File: config.mk
export PLATFORM = sky130hd
export DESIGN_NAME = mem_wb_stage_flat
export DESIGN_NICKNAME = d
export VERILOG_FILES = /design/src/rtl/mem_wb_stage_pkg.sv /design/src/rtl/mem_wb_stage_if.sv /design/src/rtl/mem_wb_stage_wb_select.sv /design/src/rtl/mem_wb_stage.sv /design/src/flat_wrapper.sv
export SDC_FILE = /design/constraint.sdc
export NUM_CORES = 1
export LEC_CHECK = 0
export ABC_AREA = 1
export BUFFER_PORTS_ARGS = -buffer_cell sky130_fd_sc_hd__buf_4
export CAP_MARGIN = 20
export CORE_ASPECT_RATIO = 1.4
export CORE_MARGIN = 1.5
export CORE_UTILIZATION = 45
export CTS_CLUSTER_SIZE = 24
export DETAILED_ROUTE_END_ITERATION = 8
export PLACE_DENSITY_LB_ADDON = 0.3
export SYNTH_ARGS = -nofsm -noshare
export SYNTH_HDL_FRONTEND = slang
export SYNTH_SLANG_ARGS = --single-unit
File: constraint.sdc
create_clock -name clk -period 3.7 [get_ports clk]
set_input_delay 0.925 -clock clk [delete_from_list [all_inputs] [get_ports clk]]
set_output_delay 0.925 -clock clk [all_outputs]
set_load 0.05 [all_outputs]
File: src/rtl/mem_wb_stage_pkg.sv
// -----------------------------------------------------------------------------
// mem_wb_stage_pkg
// Shared definitions for the memory/writeback boundary. These are used by the
// writeback stage, the decoder (which produces wb_sel) and the hazard unit.
//   DATA_W_DEF / BYTE_W_DEF / RD_W_DEF : default datapath, pixel-byte and
//                                        register-index widths
//   wb_sel_e                           : writeback data-source encoding
// -----------------------------------------------------------------------------
package mem_wb_stage_pkg;

    localparam int DATA_W_DEF = 32;
    localparam int BYTE_W_DEF = 8;
    localparam int RD_W_DEF   = 4;

    // Writeback data source. The decoder emits these codes directly.
    typedef enum logic [1:0] {
        WB_SEL_ALU    = 2'b00,   // ALU result
        WB_SEL_WORD   = 2'b01,   // full DataMemory word (Do)
        WB_SEL_BYTE_Z = 2'b10,   // pixel byte (Dob), zero-extended
        WB_SEL_BYTE_S = 2'b11    // pixel byte (Dob), sign-extended
    } wb_sel_e;

endpackage

File: src/rtl/mem_wb_stage_if.sv
// -----------------------------------------------------------------------------
// mem_wb_stage_if
// Bundle of everything crossing into and out of the writeback stage apart from
// clock and reset.
//   From memory stage / hazard unit : stall, flush, valid_in, alu_result_in,
//                                     rd_in, reg_we_in, wb_sel_in
//   From DataMemory                 : mem_do, mem_dob
//   To register file / forwarding   : wb_we, wb_rd, wb_data,
//                                     fwd_valid, fwd_rd, fwd_data
// Modports:
//   master : the upstream side (drives the stage inputs, sees its outputs)
//   slave  : the writeback stage itself
// -----------------------------------------------------------------------------
interface mem_wb_stage_if
    import mem_wb_stage_pkg::*;
#(
    parameter int DATA_W = DATA_W_DEF,
    parameter int BYTE_W = BYTE_W_DEF,
    parameter int RD_W   = RD_W_DEF
);

    logic              stall;
    logic              flush;
    logic              valid_in;
    logic [DATA_W-1:0] alu_result_in;
    logic [RD_W-1:0]   rd_in;
    logic              reg_we_in;
    logic [1:0]        wb_sel_in;
    logic [DATA_W-1:0] mem_do;
    logic [BYTE_W-1:0] mem_dob;

    logic              wb_we;
    logic [RD_W-1:0]   wb_rd;
    logic [DATA_W-1:0] wb_data;
    logic              fwd_valid;
    logic [RD_W-1:0]   fwd_rd;
    logic [DATA_W-1:0] fwd_data;

    modport master (
        output stall, flush, valid_in, alu_result_in, rd_in, reg_we_in,
               wb_sel_in, mem_do, mem_dob,
        input  wb_we, wb_rd, wb_data, fwd_valid, fwd_rd, fwd_data
    );

    modport slave (
        input  stall, flush, valid_in, alu_result_in, rd_in, reg_we_in,
               wb_sel_in, mem_do, mem_dob,
        output wb_we, wb_rd, wb_data, fwd_valid, fwd_rd, fwd_data
    );

endinterface

File: src/rtl/mem_wb_stage_wb_select.sv
// -----------------------------------------------------------------------------
// mem_wb_stage_wb_select
// Combinational writeback source select with pixel-byte extension.
//   sel_i  : wb_sel_e source code
//   alu_i  : ALU result
//   do_i   : DataMemory word
//   dob_i  : DataMemory pixel byte
//   data_o : value to write back
// Pure wiring and muxing; no arithmetic.
// -----------------------------------------------------------------------------
module mem_wb_stage_wb_select
    import mem_wb_stage_pkg::*;
#(
    parameter int DATA_W = DATA_W_DEF,
    parameter int BYTE_W = BYTE_W_DEF
) (
    input  wb_sel_e           sel_i,
    input  logic [DATA_W-1:0] alu_i,
    input  logic [DATA_W-1:0] do_i,
    input  logic [BYTE_W-1:0] dob_i,
    output logic [DATA_W-1:0] data_o
);

    logic [DATA_W-1:0] byte_zext;
    logic [DATA_W-1:0] byte_sext;

    // Low bits of both extensions are the byte itself; upper bits are either
    // zero or copies of the byte's top bit.
    genvar gi;
    generate
        for (gi = 0; gi < DATA_W; gi++) begin : g_ext
            if (gi < BYTE_W) begin : g_low
                assign byte_zext[gi] = dob_i[gi];
                assign byte_sext[gi] = dob_i[gi];
            end else begin : g_high
                assign byte_zext[gi] = 1'b0;
                assign byte_sext[gi] = dob_i[BYTE_W-1];
            end
        end
    endgenerate

    always_comb begin
        data_o = alu_i;
        case (sel_i)
            WB_SEL_ALU:    data_o = alu_i;
            WB_SEL_WORD:   data_o = do_i;
            WB_SEL_BYTE_Z: data_o = byte_zext;
            WB_SEL_BYTE_S: data_o = byte_sext;
            default:       data_o = alu_i;
        endcase
    end

endmodule

File: src/rtl/mem_wb_stage.sv
// -----------------------------------------------------------------------------
// mem_wb_stage
// Writeback stage sitting right after the memory stage. DataMemory reads are
// synchronous, so the word/byte for an instruction appears one cycle after its
// address. Rank A captures the instruction's control and ALU result; rank B
// captures that control one cycle later together with the selected writeback
// value, lining control up with the memory data.
//
// Ports:
//   clk : rising-edge clock
//   rst : synchronous reset, active-high (wins over stall and flush)
//   bus : mem_wb_stage_if.slave
//         inputs  stall, flush, valid_in, alu_result_in, rd_in, reg_we_in,
//                 wb_sel_in, mem_do, mem_dob
//         outputs wb_we, wb_rd, wb_data and forwarding copies fwd_*
//
// Stall handling: both ranks freeze. DataMemory output is not guaranteed to
// stay put while stalled, so on the first stalled cycle with a live rank-A
// instruction the memory data is parked in hold registers and rank B takes
// it from there when the stall releases.
// -----------------------------------------------------------------------------
module mem_wb_stage
    import mem_wb_stage_pkg::*;
#(
    parameter int DATA_W = DATA_W_DEF,
    parameter int BYTE_W = BYTE_W_DEF,
    parameter int RD_W   = RD_W_DEF
) (
    input  logic          clk,
    input  logic          rst,
    mem_wb_stage_if.slave bus
);

    // Rank A
    logic              a_valid_q,  a_valid_d;
    logic [DATA_W-1:0] a_alu_q,    a_alu_d;
    logic [RD_W-1:0]   a_rd_q,     a_rd_d;
    logic              a_reg_we_q, a_reg_we_d;
    wb_sel_e           a_wb_sel_q, a_wb_sel_d;

    // Parked memory data for a stalled rank-A instruction
    logic              hold_valid_q, hold_valid_d;
    logic [DATA_W-1:0] hold_do_q,    hold_do_d;
    logic [BYTE_W-1:0] hold_dob_q,   hold_dob_d;

    // Rank B (drives the register-file write port)
    logic              b_valid_q,  b_valid_d;
    logic              b_reg_we_q, b_reg_we_d;
    logic [RD_W-1:0]   b_rd_q,     b_rd_d;
    logic [DATA_W-1:0] b_data_q,   b_data_d;

    logic [DATA_W-1:0] src_do;
    logic [BYTE_W-1:0] src_dob;
    logic [DATA_W-1:0] sel_data;

    // Once parked, the hold copy is the authoritative memory data for the
    // instruction in rank A; the live bus may already belong to something else.
    always_comb begin
        src_do  = hold_valid_q ? hold_do_q  : bus.mem_do;
        src_dob = hold_valid_q ? hold_dob_q : bus.mem_dob;
    end

    mem_wb_stage_wb_select #(
        .DATA_W (DATA_W),
        .BYTE_W (BYTE_W)
    ) u_wb_select (
        .sel_i  (a_wb_sel_q),
        .alu_i  (a_alu_q),
        .do_i   (src_do),
        .dob_i  (src_dob),
        .data_o (sel_data)
    );

    always_comb begin
        a_valid_d    = a_valid_q;
        a_alu_d      = a_alu_q;
        a_rd_d       = a_rd_q;
        a_reg_we_d   = a_reg_we_q;
        a_wb_sel_d   = a_wb_sel_q;
        hold_valid_d = hold_valid_q;
        hold_do_d    = hold_do_q;
        hold_dob_d   = hold_dob_q;
        b_valid_d    = b_valid_q;
        b_reg_we_d   = b_reg_we_q;
        b_rd_d       = b_rd_q;
        b_data_d     = b_data_q;

        if (!bus.stall) begin
            a_valid_d  = bus.valid_in & ~bus.flush;
            a_alu_d    = bus.alu_result_in;
            a_rd_d     = bus.rd_in;
            a_reg_we_d = bus.reg_we_in;
            a_wb_sel_d = wb_sel_e'(bus.wb_sel_in);

            b_valid_d  = a_valid_q;
            // Bubbles leave index and data untouched so the outputs keep
            // their last written values.
            if (a_valid_q) begin
                b_reg_we_d = a_reg_we_q;
                b_rd_d     = a_rd_q;
                b_data_d   = sel_data;
            end
            // Rank B consumes any parked data on this edge.
            hold_valid_d = 1'b0;
        end else if (bus.flush) begin
            // Killed while frozen: rank A keeps its fields but becomes a
            // bubble, and its parked data is discarded with it.
            a_valid_d    = 1'b0;
            hold_valid_d = 1'b0;
        end else if (a_valid_q && !hold_valid_q) begin
            // First stalled cycle: park memory data once; later stall cycles
            // leave the parked copy alone.
            hold_valid_d = 1'b1;
            hold_do_d    = bus.mem_do;
            hold_dob_d   = bus.mem_dob;
        end
    end

    always_ff @(posedge clk) begin
        if (rst) begin
            a_valid_q    <= 1'b0;
            a_alu_q      <= '0;
            a_rd_q       <= '0;
            a_reg_we_q   <= 1'b0;
            a_wb_sel_q   <= WB_SEL_ALU;
            hold_valid_q <= 1'b0;
            hold_do_q    <= '0;
            hold_dob_q   <= '0;
            b_valid_q    <= 1'b0;
            b_reg_we_q   <= 1'b0;
            b_rd_q       <= '0;
            b_data_q     <= '0;
        end else begin
            a_valid_q    <= a_valid_d;
            a_alu_q      <= a_alu_d;
            a_rd_q       <= a_rd_d;
            a_reg_we_q   <= a_reg_we_d;
            a_wb_sel_q   <= a_wb_sel_d;
            hold_valid_q <= hold_valid_d;
            hold_do_q    <= hold_do_d;
            hold_dob_q   <= hold_dob_d;
            b_valid_q    <= b_valid_d;
            b_reg_we_q   <= b_reg_we_d;
            b_rd_q       <= b_rd_d;
            b_data_q     <= b_data_d;
        end
    end

    // Write enable stays up through a stall: rewriting the same value is
    // harmless and keeps the forwarding source visible to the hazard unit.
    assign bus.wb_we     = b_valid_q & b_reg_we_q;
    assign bus.wb_rd     = b_rd_q;
    assign bus.wb_data   = b_data_q;
    assign bus.fwd_valid = b_valid_q & b_reg_we_q;
    assign bus.fwd_rd    = b_rd_q;
    assign bus.fwd_data  = b_data_q;

endmodule
File: src/flat_wrapper.sv
// flat-port wrapper written by rule: the top's interface ports become plain ports
module mem_wb_stage_flat import mem_wb_stage_pkg::*;
#(
    parameter int DATA_W = DATA_W_DEF,
    parameter int BYTE_W = BYTE_W_DEF,
    parameter int RD_W   = RD_W_DEF
)
  (clk, rst, bus_stall, bus_flush, bus_valid_in, bus_alu_result_in, bus_rd_in, bus_reg_we_in, bus_wb_sel_in, bus_mem_do, bus_mem_dob, bus_wb_we, bus_wb_rd, bus_wb_data, bus_fwd_valid, bus_fwd_rd, bus_fwd_data);
  mem_wb_stage_if #(.DATA_W(DATA_W), .BYTE_W(BYTE_W), .RD_W(RD_W)) bus_i ();
  input  logic clk;
  input  logic rst;
  input wire logic [$bits(bus_i.stall)-1:0] bus_stall;
  input wire logic [$bits(bus_i.flush)-1:0] bus_flush;
  input wire logic [$bits(bus_i.valid_in)-1:0] bus_valid_in;
  input wire logic [$bits(bus_i.alu_result_in)-1:0] bus_alu_result_in;
  input wire logic [$bits(bus_i.rd_in)-1:0] bus_rd_in;
  input wire logic [$bits(bus_i.reg_we_in)-1:0] bus_reg_we_in;
  input wire logic [$bits(bus_i.wb_sel_in)-1:0] bus_wb_sel_in;
  input wire logic [$bits(bus_i.mem_do)-1:0] bus_mem_do;
  input wire logic [$bits(bus_i.mem_dob)-1:0] bus_mem_dob;
  output wire logic [$bits(bus_i.wb_we)-1:0] bus_wb_we;
  output wire logic [$bits(bus_i.wb_rd)-1:0] bus_wb_rd;
  output wire logic [$bits(bus_i.wb_data)-1:0] bus_wb_data;
  output wire logic [$bits(bus_i.fwd_valid)-1:0] bus_fwd_valid;
  output wire logic [$bits(bus_i.fwd_rd)-1:0] bus_fwd_rd;
  output wire logic [$bits(bus_i.fwd_data)-1:0] bus_fwd_data;
  assign bus_i.stall = bus_stall;
  assign bus_i.flush = bus_flush;
  assign bus_i.valid_in = bus_valid_in;
  assign bus_i.alu_result_in = bus_alu_result_in;
  assign bus_i.rd_in = bus_rd_in;
  assign bus_i.reg_we_in = bus_reg_we_in;
  assign bus_i.wb_sel_in = bus_wb_sel_in;
  assign bus_i.mem_do = bus_mem_do;
  assign bus_i.mem_dob = bus_mem_dob;
  assign bus_wb_we = bus_i.wb_we;
  assign bus_wb_rd = bus_i.wb_rd;
  assign bus_wb_data = bus_i.wb_data;
  assign bus_fwd_valid = bus_i.fwd_valid;
  assign bus_fwd_rd = bus_i.fwd_rd;
  assign bus_fwd_data = bus_i.fwd_data;
  mem_wb_stage #(.DATA_W(DATA_W), .BYTE_W(BYTE_W), .RD_W(RD_W)) u_core (.clk(clk), .rst(rst), .bus(bus_i));
endmodule
==> flow_metrics.tcl <==
set metrics [dict create \
    cts_buffers 17 \
    die_y_um 133 \
    hold_viol_final 0 \
    root_buffer "clkbuf_16" \
    floorplan.initialDensity_pct 46.0 \
    grt_first_pass_wirelength_mm 22.3 \
    antenna_found_initial 0 \
    io-pin-count 158 \
    rows 47 \
    drtAntennaViolNets 0 \
    relSlewSlack_pct 37.0 \
    dieArea_um2 12700 \
    run_status "finished, final reports clean" \
    final-max-slew-violation-count 0 \
    powerDensity_nw_per_um2 466 \
    finalWorstSetupSlack_ps 1090 \
    dpl_worst_slack_ps 677 \
    fmax_mhz 383 \
    route.detailed.drc 0 \
    arrival_ps 2880 \
    yosys_register_bits 119 \
    wl_per_cell_um 13.8 \
    setup_viol 0 \
    fin_nets 951 \
    gp_congestion 0.858 \
    setup.worst_path.start_class "input port" \
    dpl.hpwl_mm 9.30 \
    ys_types 23 \
    max-clock-path-buffers 2 \
    fin_crit_sh_pct 70.6 \
    viasPerCell 5.03 \
    place_area_um2 6260 \
    clk_latency_ps 410 \
    crit_required_ps 3960 \
    cp_max_fo 54 \
    grt_max_degree 69 \
    min_path_type "register to register" \
    skew_ps 5.61 \
    yosysMostFrequentCell "nand2_1" \
    cts_tree "built" \
    setup-tns-final_ps 0 \
    slowest_delay_ps 590 \
    cts-hold-fix-buffers 0 \
    area_delta_synth_final_pct 25.4 \
    nFillCells 1151 \
    synth_area_per_cell_um2 6.98 \
    synthTopCellsByArea "dfxtp_1 44%, nand2_1 13%, a21oi_1 9.1%" \
    endpoint_kind "register" \
    rsz0062_at_grt "false" \
    clock-sinks 119 \
    drt_wl_total_mm 14.1 \
    worstMarginPinSlew_ps 942 \
    synth_top_area_share_pct 44.0 \
    synthArstFlopShare_pct 0 \
    cts-htree-levels 4 \
    synth_commonest_cells "183 x nand2_1, 119 x dfxtp_1, 98 x a21oi_1" \
    multi_input_area_um2 2300 \
    grtUsageTotal_pct 22.6 \
    drive_gt1_share_pct 23.0 \
    yosysSeqAreaShare_pct 44.0 \
    synth_fp_nets 860 \
    antenna_cells 0 \
    seq_area_um2 2380 \
    overflow 0 \
    drt-initial-drc-count 353 \
    critical_path_class "input port to register" \
    synth_largest_area_cell "dfxtp_1" \
    cts_setup_buffers 0 \
    die_w_um 95.7 \
    ys.warnings.count 0 \
    num_vias 5161 \
    drv_cap 0 \
    fin_crit_ps 2610 \
    netlist_area_um2 5410 \
    ir_drop_mv 0.305 \
    power_leakage_nw 3.04 \
    fin_util_pct 57.7 \
    post_cts_resized 0 \
    synth-edff-count 0 \
    synthFlopType "dfxtp_1" \
    drtPass1Iterations 5 \
    syn_inst 776 \
    clkSlewWorstSetupHoldPaths_ps 50 \
    coreArea_um2 11800 \
    path_cells "buf_4, nand2_2, nor2_4, buf_4, nand2_2, o21ai_1, a21oi_1" \
    fin_area_um2 6790 \
    grt_pass1_vias 4553 \
    io_buffers 157 \
    crit_slowest_cell "nand2_2" \
]
-- cells in the final DEF, fill, tap and decap left out, types with 2 or more instances in the layout --
cell type and instances:
nor2_1 88, nor2_4 2, a21oi_1 98, nor3_1 7, inv_2 7, nand2_1 183, clkbuf_16 17, clkbuf_1 6
inv_1 41, buf_4 161, nand2_2 4, clkbuf_8 5, nand3_1 54, o21ai_0 58, o21ai_1 21, dfxtp_1 118
clkinv_2 3
-- worst max-delay path: cells and delay by family --
family | cells | cell delay, ps
and+or+nand+nor | 3 | 840
buffers and inverters | 2 | 680
AOI/OAI and AO/OA | 2 | 400
-- per-stage QoR --
| stage | power, W | hold slack (ps) | instances |
|---|---|---|---|
| after detailed placement | 0.00171 | 445 | 995 |
| after CTS | 0.00318 | 453 | 1026 |
| after floorplan | 0.00159 | 429 | 776 |
| final | 0.00316 | 452 | 1026 |
| after global placement | 0.00171 | 441 | 995 |
| after global routing | 0.00328 | 470 | 1026 |
-- final cells by class --
class                      instances  area share (%)
clock inverter                     3           0.221
tap                              147            2.71
inverter                          49            2.71
multi-input combinational        519            33.8
clock buffer                      28            7.61
sequential                       119            35.1
timing repair buffer             161            17.8
-- state kept, by name, summed over array words and instances, names as in the netlist --
signal               count
u_core.a_alu_q          32
u_core.a_rd_q            4
u_core.a_reg_we_q        1
u_core.a_valid_q         1
u_core.a_wb_sel_q        2
u_core.b_reg_we_q        1
u_core.b_valid_q         1
u_core.bus.fwd_data     32
u_core.bus.fwd_rd        4
u_core.hold_do_q        32
u_core.hold_dob_q        8
u_core.hold_valid_q      1
-- final timing paths --
kind	start	end	slack, ps	cells after the start
setup / recovery	bus_stall	u_core.hold_do_q[4]	1090	7
hold / removal	u_core.hold_do_q[4]	u_core.hold_do_q[4]	450	2
setup reg to reg	u_core.a_valid_q	u_core.hold_do_q[4]	1760	6
hold reg to reg	u_core.hold_do_q[4]	u_core.hold_do_q[4]	450	2
-- report_power, final --
group | leakage, nW | internal (W) | total, W | switching, W
sequential | 0.971 | 0.00133 | 0.00135 | 0.0000243
combinational | 1.80 | 0.000131 | 0.000336 | 0.000205
clock | 0.264 | 0.000937 | 0.00148 | 0.000540
-- metal layers --
metal	vias up	GRT usage [%]	routed length (µm)
li1	2643	-	-
met1	2321	29.5	6040
met2	174	35.8	6910
met3	23	5.98	919
met4	0	7.35	249
met5	-	0	0
-- logic make-up after synthesis --
group                  count (synthesis)  synth area share [%]
AO/OA/AOI/OAI                        179                  16.6
buffers and inverters                138                  13.6
flip-flops                           119                  44.0
AND/OR/NAND/NOR                      340                  25.8
Note: power is estimated with default switching activity, not from simulation.
